==> src/rtl/des_block_loader.sv <==
// Assembles a KEY and a DATA block chunk-by-chunk from switch entry on a push-button,
// with random-access chunk editing, a review state and a start/done handshake to the DES core.
module des_block_loader #(
    parameter int unsigned CHUNK_W    = 16,
    parameter int unsigned NUM_CHUNKS = 4,
    parameter int unsigned SEL_W      = 2,
    localparam int unsigned BW        = CHUNK_W * NUM_CHUNKS
) (
    input  logic               clk,
    input  logic               rst,
    input  logic [CHUNK_W-1:0] user_input,
    input  logic               send_n,
    input  logic               edit_en,
    input  logic [SEL_W-1:0]   edit_sel,
    input  logic               field_sel,
    input  logic               go,
    input  logic               core_ready,
    output logic               core_start,
    input  logic               core_done,
    output logic [BW-1:0]      key_out,
    output logic [BW-1:0]      data_out,
    output logic [CHUNK_W-1:0] disp_word,
    output logic [2:0]         state_out,
    output logic [SEL_W:0]     chunk_cnt
);

    typedef enum logic [2:0] {
        StInKey  = 3'd0,
        StInData = 3'd1,
        StReview = 3'd2,
        StStart  = 3'd3,
        StWait   = 3'd4,
        StDone   = 3'd5
    } state_e;

    state_e             state_q, state_d;
    logic [BW-1:0]      key_q, key_d;
    logic [BW-1:0]      data_q, data_d;
    logic [SEL_W:0]     cnt_q, cnt_d;
    logic               send_q, go_q;

    logic               press, go_edge, sel_ok;
    logic               wr_en, wr_data;
    logic [31:0]        wr_idx, sel_idx;

    // Chunk 0 is the most significant chunk of the block.
    function automatic logic [BW-1:0] put_chunk(input logic [BW-1:0] v, input logic [31:0] idx,
                                                input logic [CHUNK_W-1:0] c);
        logic [BW-1:0] r;
        r = v;
        for (int unsigned i = 0; i < NUM_CHUNKS; i++) begin
            if (idx == i) r[BW-1-i*CHUNK_W -: CHUNK_W] = c;
        end
        return r;
    endfunction

    function automatic logic [CHUNK_W-1:0] get_chunk(input logic [BW-1:0] v,
                                                     input logic [31:0] idx);
        logic [CHUNK_W-1:0] r;
        r = '0;
        for (int unsigned i = 0; i < NUM_CHUNKS; i++) begin
            if (idx == i) r = v[BW-1-i*CHUNK_W -: CHUNK_W];
        end
        return r;
    endfunction

    assign press   = send_q & ~send_n;
    assign go_edge = go & ~go_q;
    assign sel_idx = 32'(edit_sel);
    assign sel_ok  = sel_idx < NUM_CHUNKS;

    always_ff @(posedge clk) begin
        if (rst) begin
            state_q <= StInKey;
            key_q   <= '0;
            data_q  <= '0;
            cnt_q   <= '0;
            send_q  <= 1'b1;
            go_q    <= 1'b0;
        end else begin
            state_q <= state_d;
            key_q   <= key_d;
            data_q  <= data_d;
            cnt_q   <= cnt_d;
            send_q  <= send_n;
            go_q    <= go;
        end
    end

    always_comb begin
        state_d = state_q;
        key_d   = key_q;
        data_d  = data_q;
        cnt_d   = cnt_q;
        wr_en   = 1'b0;
        wr_data = 1'b0;
        wr_idx  = '0;
        unique case (state_q)
            StInKey, StInData: begin
                wr_data = (state_q == StInData);
                if (press) begin
                    if (edit_en) begin
                        wr_en  = sel_ok;
                        wr_idx = sel_idx;
                    end else begin
                        wr_en  = 1'b1;
                        wr_idx = 32'(cnt_q);
                        if (cnt_q == (SEL_W+1)'(NUM_CHUNKS - 1)) begin
                            cnt_d   = '0;
                            state_d = (state_q == StInKey) ? StInData : StReview;
                        end else begin
                            cnt_d = cnt_q + (SEL_W+1)'(1);
                        end
                    end
                end
            end
            StReview: begin
                // A go edge always swallows a coincident press.
                if (go_edge) begin
                    if (core_ready) state_d = StStart;
                end else if (press) begin
                    wr_en   = sel_ok;
                    wr_data = field_sel;
                    wr_idx  = sel_idx;
                end
            end
            StStart: state_d = StWait;
            StWait:  if (core_done) state_d = StDone;
            StDone:  if (go_edge) state_d = StReview;
            default: state_d = StInKey;
        endcase
        if (wr_en) begin
            if (wr_data) data_d = put_chunk(data_q, wr_idx, user_input);
            else         key_d  = put_chunk(key_q, wr_idx, user_input);
        end
    end

    always_comb begin
        core_start = (state_q == StStart);
        state_out  = state_q;
        key_out    = key_q;
        data_out   = data_q;
        chunk_cnt  = cnt_q;
        disp_word  = get_chunk(field_sel ? data_q : key_q, sel_idx);
    end

endmodule
==> config.mk <==
export PLATFORM = sky130hd
export DESIGN_NAME = des_block_loader
export DESIGN_NICKNAME = d
export VERILOG_FILES = /design/src/rtl/des_block_loader.sv
export SDC_FILE = /design/constraint.sdc
export NUM_CORES = 1
export LEC_CHECK = 0
export CAP_MARGIN = 20
export CORE_MARGIN = 2
export CORE_UTILIZATION = 40
export CTS_BUF_LIST = sky130_fd_sc_hd__clkbuf_4
export CTS_CLUSTER_SIZE = 20
export DETAILED_ROUTE_END_ITERATION = 7
export GPL_ROUTABILITY_DRIVEN = 0
export PLACE_DENSITY = 0.79
export SYNTH_ARGS = -nofsm -noshare
export SYNTH_HDL_FRONTEND = slang
export SYNTH_SLANG_ARGS = --single-unit
==> constraint.sdc <==
create_clock -name clk -period 5.2 [get_ports clk]
set_input_delay 0.52 -clock clk [delete_from_list [all_inputs] [get_ports clk]]
set_output_delay 0.52 -clock clk [all_outputs]
set_load 0.03 [all_outputs]
======== After elaboration in Yosys (flattened, before gate mapping) ========
Cells that the tools add are included.
storage, ports and cells
  flip-flop bits (word level) ............. 136
  input port bits ......................... 26
  output and inout port bits .............. 151
cells by class
  multiplexer cells ....................... 28
  reduce and logical (&&, ||, !) cells .... 14
  $lt $le $gt $ge ......................... 1
  bitwise gates (word level) .............. 6
  add/subtract/negate cells ............... 1
  eq/ne operators ......................... 19
operator list
  cell                                                        number
  equality test 32 x 2 -> 1 bit, second input constant        2
  zero test 32 bit                                            2
  2-to-1 mux 16 bit                                           4
  2-to-1 mux 64 bit                                           1
  equality test 32 x 1 -> 1 bit, second input constant        1
  2-to-1 mux 3 bit                                            10
  AND reduction 3 bit                                         9
  case mux 3 bit (5 select lines)                             1
  != test 2 bit, second input constant                        7
  equality test 3 x 2 -> 1 bit, second input constant         3
  AND reduction 7 bit                                         1
  equality test 3 bit, second input constant                  2
  2-to-1 mux 1 bit                                            6
  2-to-1 mux 2 bit                                            3
  case mux 3 bit (2 select lines)                             1
  equality test 2 bit, second input constant                  2
  inverter 1 bit                                              4
  case mux 1 bit (2 select lines)                             2
  adder 3 x 1 -> 3 bit, second input constant                 1
  equality test 3 x 1 -> 1 bit, second input constant         1
  zero test 3 bit                                             1
  less-than comparator 2 x 3 -> 1 bit, second input constant  1
  bitwise AND 1 bit                                           2
  equality test 2 x 1 -> 1 bit, second input constant         1
  OR reduction 2 bit                                          1

======== Longest topological paths before layout ========
  depth in word-level cells ............... 7
  gate-level depth with buffers ........... 8
  gate-level depth less buffers ........... 6

======== Least setup slack after synthesis ========
Ideal clock, no wire load.
  path type ............................... input -> output
  start point ............................. input port edit_sel[1]
  end point ............................... output port disp_word[15]
  setup slack ............................. 2.450 ns
  stages .................................. 5
  arrival time ............................ 2.230 ns
  data required time ...................... 4.680 ns
  buffers on the path ..................... 3
  cell sequence ........................... buf_2 clkbuf_1 buf_1 mux4_2 mux2_2
on the way
  cells in the longest elaborated chain, start to end .. 5
  elaborated cells on any way between the ends .. 8
RTL lines
  element                          line  text
  from (decl)                      14    input logic [SEL_W-1:0] edit_sel,
  zero test 32 bit                 62    if (idx == i) r = v[BW-1-i*CHUNK_W -: CHUNK_W];
  2-to-1 mux 16 bit (3 in series)  62
  2-to-1 mux 16 bit *              62
  to (decl)                        22    output logic [CHUNK_W-1:0] disp_word,
Mark *: on every way between the ends. The rest lies on a longest branch, timed or not.

======== Final worst setup path ========
  start point ............................. input port edit_sel[0]
  end point ............................... output port disp_word[4]
The elaborated chain is that of the path after synthesis.

==> flow_metrics.tcl <==
set metrics [dict create \
    clk_pin_slew_ns 0.10 \
    hp-start "data_out[31]" \
    fin_setup_tns_ns 0 \
    dp_hpwl_mm 11.9 \
    dieWidth_microns 133 \
    synthToLayoutAreaGrowth_pct 30.6 \
    power_density_nw_per_um2 228 \
    setup_viol 0 \
    power_mw 1.97 \
    hold_ws_ns 0.499 \
    ys_top_cells_by_count "nand2b_1, dfxtp_1, mux2i_1" \
    ios 177 \
    cts-htree-levels 4 \
    synth-simple-area-share 0.187 \
    hold_path.class "flop to flop" \
    instances_no_fill 945 \
    r2r_end "data_out[39]" \
    cp.required_ns 4.68 \
    r2r_start "state_out[1]" \
    diodes 0 \
    finClkSkew_ns 0.0146 \
    worstMarginPinSlew_ns 1.01 \
    nFillCells 1402 \
    dr.pass1.iters 5 \
    worst_ep_arrival_time_ns 2.84 \
    crit_chain "buf_2, buf_4, mux4_2, mux2_2, clkdlybuf4s50_1" \
    post_dp_cell_area_sq_um 8400 \
    clk_path_buf_depth 2 \
    synthTopCellsByArea "dfxtp_1, mux2i_1, nand2b_1" \
    max-slew-margin-rel 0.325 \
    cap_violations 0 \
    io_buffers 176 \
    synth_async_sr_flop_share 0 \
    cts_sinks 136 \
    yosys.area.top_type_share 0.410 \
    ys_types 43 \
    pwr-share-seq 0.542 \
    synth_xor_area_frac 0.00132 \
    hold_viol 0 \
    grt_pass1_wl_mm 28.0 \
    yosysMostFrequentCell "nand2b_1" \
    synth_compound_area_frac 0.0255 \
    start_kind "input port" \
    yosysWarnings 0 \
    power.net_switching_uw 530 \
    cts_resized 0 \
    wirelength_mm 18.0 \
    synthAdderAreaFrac 0.00189 \
    path_buf_inv 3 \
    cpLargestDelayFamily "buffers and inverters" \
    drt-initial-drc-count 258 \
    ff2ff_path_depth 5 \
    overflow 0 \
    nets 739 \
    p_leak_nw 3.67 \
    die_y_microns 133 \
    ys_seq_area_frac 0.410 \
    cp_slowest_cell "clkdlybuf4s50_1" \
    wl_per_cell_microns 19.1 \
    swShare 0.269 \
    worstHoldPathCells 2 \
    p_clk_frac 0.344 \
    cts_setup_buffers 0 \
    max-vdd-ir-drop_v 0.000123 \
    synth-edff-count 0 \
    synth.mux.area_fraction 0.332 \
    synth_seq_cells 136 \
    cpPeakStageDelay_ns 0.59 \
    core_sq_um 16400 \
    syn_nets 595 \
    clock_latency_ns 0.52 \
    initial_core_util 0.404 \
    cts_root_buf "clkbuf_4" \
    die_area_sq_um 17600 \
    synth_area_sq_um 6640 \
    rows 47 \
    whs_endpoint "data_out[31]" \
    maxSlewViolCount 0 \
    vias_per_cell 5.15 \
    combinationalPowerShare 0.114 \
    via_count 4870 \
    end_kind "primary output" \
    layout-drive-gt1-share 0.146 \
    grt_pass1_vias 4967 \
    gr-usage-all-layers 0.205 \
    rsz0062_at_grt "no" \
    p_int_mw 1.44 \
    dp.cells 913 \
    antenna_found_initial 0 \
    fin_area_sq_um 8670 \
    period_needed_ns 3.36 \
    status "finished, final reports clean" \
    fmaxAchievable_mhz 297 \
    synth_top_family_by_area "multiplexers" \
    grt_max_degree 104 \
    numCtsBuffers 17 \
    syn_area_per_cell_sq_um 11.7 \
    critPathKind "input port to primary output" \
    period_share 0.647 \
    remaining_drc_errors 0 \
    synth-main-ff-cell "dfxtp_1" \
    reg2reg_slack_ns 2.30 \
    ant_nets 0 \
    hold_buffers 0 \
    syn_inst 568 \
    worstPathMaxFanout 18 \
    yosys.area.top_type "dfxtp_1" \
    cts_tree "yes" \
]
logic make-up (layout without fill, tap and decap cells):
logic type	count (synthesis)	in the layout
DFF	136	136
AOI/OAI and AO/OA	16	16
adders and majority gates	1	1
buffers and inverters	55	212
muxes	178	178
and+or+nand+nor	181	181
xor gates and xnor gates	1	1
worst reg2reg max path, cell delays in order, from the launching register on:
cell and delay (ns):
dfxtp_1 0.50, or3b_4 0.47, nor4b_4 0.37, a2bb2oi_4 0.30, and3_1 0.88, mux2i_1 0.29
power groups by stage:
stage	Clock, mW	Combinational [mW]	Sequential (mW)
final	0.680	0.224	1.07
after global routing	0.751	0.238	1.07
after CTS	0.700	0.226	1.07
after detailed placement	0	0.225	1.09
after global placement	0	0.221	1.09
after floorplan	0	0.125	1.12
worst max-delay path by stage:
stage	cells after the start	slack, ns	endpoint	start
finish	5	1.84	disp_word[4]	edit_sel[0]
global route	5	1.73	disp_word[4]	edit_sel[0]
CTS	5	1.79	disp_word[4]	edit_sel[0]
detailed placement	5	1.79	disp_word[4]	edit_sel[0]
global placement	5	1.83	disp_word[1]	edit_sel[0]
floorplan	5	2.45	disp_word[15]	edit_sel[1]
final cells by class:
type,instances,area (sq um),share of cell area
multi-input cells,377,3630,0.419
flip-flops and latches,136,2720,0.314
repair buffers,178,1760,0.203
well taps,220,275,0.0318
clock buffers,18,135,0.0156
clock inverters,14,134,0.0154
inverters,2,7.51,0.000866
flip-flops by register name (all words and copies together), names as in the netlist:
| register | count |
|---|---|
| key_out | 64 |
| send_q | 1 |
| chunk_cnt | 3 |
| go_q | 1 |
| data_out | 64 |
| state_out | 3 |
per-layer routing:
layer  global-route usage  vias to the layer above  part of all wire
li1                     -                     2271                 -
met1                0.272                     2437              0.46
met2                0.334                      148              0.48
met3               0.0521                       14             0.052
met4               0.0526                        0             0.011
met5                    0                        -                 0
layout by cell type (no fill, tap or decap), types with 4 or more instances in the layout:
| cell type | synthesis | final |
|---|---|---|
| clkinv_2 | 0 | 5 |
| dfxtp_1 | 136 | 136 |
| mux4_2 | 32 | 32 |
| mux2i_1 | 129 | 129 |
| nor2_1 | 5 | 5 |
| a21oi_1 | 6 | 6 |
| mux2_2 | 17 | 17 |
| clkbuf_4 | 0 | 18 |
| clkdlybuf4s50_1 | 0 | 172 |
| nand3_4 | 4 | 4 |
| nand2b_1 | 146 | 146 |
through the flow:
stage                     worst slack, ns   util
final                                1.84  0.528
after detailed placement             1.79  0.512
after CTS                            1.79  0.528
after global placement               1.83  0.512
after global routing                 1.73  0.528
after floorplan                      2.45      -
Note: power is estimated with default switching activity, not from simulation.
